[src/rtl/athos_pkg.sv]
// Shared ATHOS types: functional-unit result bundle and write-back sequencer types.
package athos_pkg;

    typedef struct packed {
        logic [31:0] rd1;
        logic [31:0] rd2;
    } out_t;

    typedef enum logic [1:0] {DWR_IDLE, DWR_WR1, DWR_WR2} dwr_state_e;

    typedef struct packed {
        out_t       res;
        logic [4:0] a1, a2;
        logic       dw;
    } wb_req_t;

endpackage

[src/rtl/athos_dwrite_ctrl.sv]
// Serialises one- or two-result ATHOS bundles onto the single register-file write port.
module athos_dwrite_ctrl
    import athos_pkg::*;
#(
    parameter int DATA_W = 32,
    parameter int ADDR_W = 5,
    parameter int CNT_W  = 16
) (
    input  logic              clk_i,
    input  logic              rst_ni,
    input  logic              req_valid_i,
    output logic              req_ready_o,
    input  logic              req_dwrite_i,
    input  out_t              req_res_i,
    input  logic [ADDR_W-1:0] req_rd1_addr_i,
    input  logic [ADDR_W-1:0] req_rd2_addr_i,
    input  logic              flush_i,
    output logic              rf_we_o,
    output logic [ADDR_W-1:0] rf_waddr_o,
    output logic [DATA_W-1:0] rf_wdata_o,
    input  logic              rf_gnt_i,
    output logic              busy_o,
    output logic [CNT_W-1:0]  dwrite_cnt_o
);

    dwr_state_e        state_q, state_d;
    wb_req_t           hold_q, hold_d;
    logic [CNT_W-1:0]  cnt_q;
    logic [ADDR_W-1:0] cur_addr;
    logic [DATA_W-1:0] cur_data;
    logic              slot_done, final_slot, accept;

    function automatic logic [CNT_W-1:0] sat_inc(input logic [CNT_W-1:0] v);
        return (&v) ? v : v + 1'b1;
    endfunction

    assign cur_addr   = (state_q == DWR_WR2) ? hold_q.a2 : hold_q.a1;
    assign cur_data   = (state_q == DWR_WR2) ? hold_q.res.rd2 : hold_q.res.rd1;

    // x0 slots retire immediately without touching the write port
    assign slot_done  = (state_q != DWR_IDLE) && (rf_gnt_i || (cur_addr == '0));
    assign final_slot = (state_q == DWR_WR2) || ((state_q == DWR_WR1) && !hold_q.dw);

    assign req_ready_o = !flush_i && ((state_q == DWR_IDLE) || (slot_done && final_slot));
    assign accept      = req_valid_i && req_ready_o;

    assign rf_we_o      = (state_q != DWR_IDLE) && (cur_addr != '0);
    assign rf_waddr_o   = (state_q != DWR_IDLE) ? cur_addr : '0;
    assign rf_wdata_o   = (state_q != DWR_IDLE) ? cur_data : '0;
    assign busy_o       = (state_q != DWR_IDLE);
    assign dwrite_cnt_o = cnt_q;

    always_comb begin
        state_d = state_q;
        hold_d  = hold_q;
        if (flush_i) begin
            state_d = DWR_IDLE;
        end else if (accept) begin
            state_d       = DWR_WR1;
            hold_d.res    = req_res_i;
            hold_d.a1     = req_rd1_addr_i;
            hold_d.a2     = req_rd2_addr_i;
            hold_d.dw     = req_dwrite_i;
        end else if (slot_done) begin
            state_d = final_slot ? DWR_IDLE : DWR_WR2;
        end
    end

    always_ff @(posedge clk_i) begin
        if (!rst_ni) begin
            state_q <= DWR_IDLE;
            hold_q  <= '0;
            cnt_q   <= '0;
        end else begin
            state_q <= state_d;
            hold_q  <= hold_d;
            // second-slot completion counts even when flush arrives in the same cycle
            if ((state_q == DWR_WR2) && slot_done)
                cnt_q <= sat_inc(cnt_q);
        end
    end

endmodule

[config.mk]
export PLATFORM = sky130hd
export DESIGN_NAME = athos_dwrite_ctrl
export DESIGN_NICKNAME = d
export VERILOG_FILES = /design/src/rtl/athos_pkg.sv /design/src/rtl/athos_dwrite_ctrl.sv
export SDC_FILE = /design/constraint.sdc
export NUM_CORES = 1
export LEC_CHECK = 0
export CAP_MARGIN = 20
export CORE_ASPECT_RATIO = 1.5
export CORE_MARGIN = 1
export CORE_UTILIZATION = 42
export CTS_CLUSTER_SIZE = 12
export DETAILED_ROUTE_END_ITERATION = 6
export PLACE_DENSITY_LB_ADDON = 0.12
export SETUP_SLACK_MARGIN = 0.02
export SYNTH_ARGS = -nofsm -noshare
export SYNTH_HDL_FRONTEND = slang
export SYNTH_SLANG_ARGS = --single-unit
[constraint.sdc]
create_clock -name clk_i -period 2 [get_ports clk_i]
set_input_delay 0.4 -clock clk_i [delete_from_list [all_inputs] [get_ports clk_i]]
set_output_delay 0.4 -clock clk_i [all_outputs]
set_load 0.02 [all_outputs]
# ---- After elaboration in Yosys (flattened, before gate mapping)
# Index checks and enable logic that the tools add are counted.
dict set report op_classes {
  add_sub_neg 1
  eq_ne 2
  muxes 7
  bitwise_logic 3
  reduce_logical 22
}
# cell n
set op_table {}
lappend op_table {{32-bit two-way mux} 2}
lappend op_table {{16-bit by 1-bit adder with 16-bit output, second input constant} 1}
lappend op_table {{16-bit AND reduction} 1}
lappend op_table {{5-bit two-way mux} 2}
lappend op_table {{1-bit logical AND} 7}
lappend op_table {{5-bit logical NOT} 1}
lappend op_table {{5-bit nonzero test} 1}
lappend op_table {{2-bit AND reduction} 2}
lappend op_table {{2-bit nonzero test} 2}
lappend op_table {{1-bit logical OR} 3}
lappend op_table {{1-bit inverter} 3}
lappend op_table {{3-bit OR reduction} 1}
lappend op_table {{2-bit by 1-bit equality test with 1-bit output, second input constant} 1}
lappend op_table {{2-bit equality test, second input constant} 1}
lappend op_table {{1-bit logical NOT} 2}
lappend op_table {{2-bit logical NOT} 1}
lappend op_table {{1-bit two-way mux} 2}
lappend op_table {{2-bit two-way mux} 1}
lappend op_table {{2-bit OR reduction} 1}
dict set report totals {
  reg_bits 93
  output_inout_bits 56
  wordCells 43
}

# ---- Depth between registers and ports, before layout
dict set report depth {
  depth_word 10
  mapped_depth 8
  ltp_nobuf 6
}

# ---- Worst setup path after synthesis
# No wires, ideal clock.
dict set report synth_timing {
  path_kind {reg-to-output}
  from {register hold_q[10] (netlist name)}
  to {output port req_ready_o}
  arrival_ns 1.880
  required_ns 1.600
  slack_ns -0.280
  stages_incl_launch_ff 4
  n_path_buf 0
  cell_sequence {dfxtp_1 -> or4_4 -> o211a_1 -> nor4b_1}
}
dict set report synth_between {
  elab_chain_len 7
}
# element line_no
set synth_lines {}
lappend synth_lines {{from (decl)} athos_dwrite_ctrl.sv:27} ;# wb_req_t hold_q, hold_d;
lappend synth_lines {{from (signal assigned)} athos_dwrite_ctrl.sv:76} ;# hold_q <= hold_d;
lappend synth_lines {{5-bit two-way mux} athos_dwrite_ctrl.sv:37} ;# assign cur_addr = (state_q == DWR_WR2) ? hold_q.a2 : hold_q.a1;
lappend synth_lines {{5-bit logical NOT} athos_dwrite_ctrl.sv:41} ;# assign slot_done = (state_q != DWR_IDLE) && (rf_gnt_i || (cur_addr == '0));
lappend synth_lines {{1-bit logical OR} athos_dwrite_ctrl.sv:41}
lappend synth_lines {{1-bit logical AND} athos_dwrite_ctrl.sv:41}
lappend synth_lines {{1-bit logical AND} athos_dwrite_ctrl.sv:44} ;# assign req_ready_o = !flush_i && ((state_q == DWR_IDLE) || (slot_done && final_slot));
lappend synth_lines {{1-bit logical OR} athos_dwrite_ctrl.sv:44}
lappend synth_lines {{1-bit logical AND} athos_dwrite_ctrl.sv:44}
lappend synth_lines {{to (decl)} athos_dwrite_ctrl.sv:12} ;# output logic req_ready_o,
# Every way passes these cells.

# ---- Final worst setup path
# Ends and elaborated chain as after synthesis.

==> metrics <==
Max Fclk=434 MHz; fin util=~72%; clk slew on worst S/H paths=0.06 ns; vias per inst=between 5 and 6; Post-Synthesis Cells=~530; ratio of cells with drive above 1 in the final layout=32.2%; RSZ-0062 raised after global routing=yes; multi-input logic area=~2500 µm²; core area=slightly below 10,000 µm²; VDD IR max=between 0.0005 and 0.0006 V; Routed WL=~13,000 µm; flops & latches, synth=93; most frequent cells in the layout=106 x nand2_1, 94 x clkdlybuf4s50_1, 89 x dfxtp_1; placed cell areas=~5700 µm²; Finish-stage setup viols=76; CTS Sinks=93; yosys warns=0; Final nets=between 700 and 800; IO Pins=roughly 140; antenna-violating nets left=0; Worst-Skew Late Latency=0.34 ns; register area=roughly 1900 µm²; clk_skew=around 0.005 ns; placed cells=roughly 770; area delta synth->final=68.2%; Remaining DRCs=0; via count=around 4.5k; Setup Crit Path Kind=flop to primary output; setup slack after placement=-0.512 ns; pin count of the biggest net entering global routing=71; Die Span X=83.0 µm; CTS tree=built; Die H=~120 µm; Tot Pwr=between 4 and 5 mW; Total GRT Usage=between 20% and 30%; Cell variety after synth=38; outcome=finished, violations left; vias in the first global route=around 4.2k; DR pass1 iterations=4; fin worst setup slack=-0.304 ns; initial antenna violation count=0; Slew @ Worst Pin=roughly 0.6 ns; Port Buffer Count=approximately 140; hpwl dp=slightly below 8000 µm; H-Tree Depth=3; leakage=2.64 nW; CTS Buf Count=9; max-slew violations=0; number of fillers in the final layout=762; failing checks=negative setup slack; post-route cell area=6960 µm²; Reg2Reg Setup Slack=-0.27 ns; MaxCap Viol Count=0; Crit Path Max Fanout=2; RePlAce Congestion=around 0.84; Worst Hold Class=flop to flop; WL/cell=~16 µm; crit end category=primary output; CTS Root Cell=clkbuf_16; Max Root-Sink Buffers=2; Worst EP required=roughly 1.6 ns; Initial Util=a little over two fifths; post-synthesis area per instance=between 7 and 8 µm²; antenna cells=0; grt total ovfl=0; Final Hold Fails=0; Non-Filler Instances=a little over 800; CP arrival=between 1.5 and 2 ns; most common cell after layout, fill and taps aside=nand2_1; Worst slew margin=59.3%; startpoint type of the worst setup path=flop; Die ar.=roughly 10,000 µm²; sequential-to-total area share from yosys stat=between 40% and 50%; PwrDens=just over 600 nW/µm²; Period minus WS final=2.30 ns; mapped cell area=between 4000 and 5000 µm²; first-pass GRT wire length=19,800 µm; Core Rows=44; First DRT Iteration DRCs=208; Post-Syn Nets=approximately 600; Tcrit/Tclk final=115%
[Yosys cell counts, drive strengths merged]
master	number	area (µm²)
nor3	4	31.3
o21ai	93	465
and4b	1	10.0
a31oi	1	6.26
a22o	27	236
nand3	82	410
buf	17	148
nand2b	6	37.5
mux2i	4	40.0
nor2	17	63.8
a21o	1	7.51
a21oi	6	30.0
nor4b	2	17.5
o211a	1	10.0
or4	2	18.8
nor2b	1	6.26
nand2	106	398
inv	5	18.8
a211oi	2	15.0
a311oi	1	8.76
nor4	3	18.8
clkbuf	28	109
nor3b	1	7.51
ha	1	12.5
and2	2	12.5
nand4	4	25.0
and3	3	18.8
nand3b	1	7.51
dfxtp	93	1860
or2	1	6.26
and3b	1	8.76
a31o	2	17.5
xnor2	6	52.6
[routing by layer]
layer  routed length (µm)  up-vias  track usage [%]  part of all wire [%]
met1                 5370     2130             28.1                    40
met3                  532       34             3.87                   4.0
met4                  453        0             13.7                   3.4
li1                     -     2187                -                     -
met5                    0        -                0                     0
met2                 7060      124             43.2                    53
[state kept, by name (all words and copies together) (netlist names)]
register	flops
state_q	2
dwrite_cnt_o	16
hold_q	75
[cell type report]
class | instances | share of cell area, %
multi-input cells | 382 | 36.4
flip-flops and latches | 93 | 26.9
inverters | 5 | 0.270
clock buffers | 15 | 3.85
clock inverters | 1 | 0.0719
repair buffers | 203 | 30.5
well taps | 115 | 2.07
[worst max-delay path, stage by stage, from the launching register on]
cell	delay, ns
dfxtp_2	0.32
or4_4	0.54
o211a_4	0.27
nor4b_4	0.25
buf_4	0.19
[logic make-up after synthesis]
group           synth area share (%)
simple gates                    26.6
compound gates                  19.3
flops                           45.0
buf+inv                         6.65
xor+xnor                        1.27
mux                            0.968
fa+ha+maj                      0.302
[path summary, 6_finish.rpt]
path | start | to | depth (start not counted)
max | hold_q[10] | req_ready_o | 4
min | hold_q[25] | hold_q[25] | 2
max reg2reg | hold_q[10] | hold_q[32] | 9
min reg2reg | hold_q[25] | hold_q[25] | 2
[report_power, final]
part	total, mW	leakage (nW)	internal (mW)	switching (mW)
clock network	1.60	0.134	0.911	0.684
registers	1.97	0.761	1.93	0.0423
logic	0.679	1.75	0.374	0.305
[what timing repair did]
action                                  4_1_cts  5_1_grt
gates cloned                                 11        7
gates resized for setup                     190      147
endpoints found under the setup margin      111      111
hold buffers                                  0        0
pin swaps                                     4       70
hold endpoints to repair                      0        0
buffers inserted                             14        8
[through the flow]
| step | setup TNS (ns) | hold WS, ns |
|---|---|---|
| 3_5_place_dp | -11.58 | 0.441 |
| 6_report | -15.63 | 0.449 |
| 5_1_grt | -20.30 | 0.465 |
| 3_3_place_gp | -5.57 | 0.435 |
| 2_1_floorplan | 0 | 0.428 |
| 4_1_cts | -18.71 | 0.450 |
(Power assumes the default switching activity.)
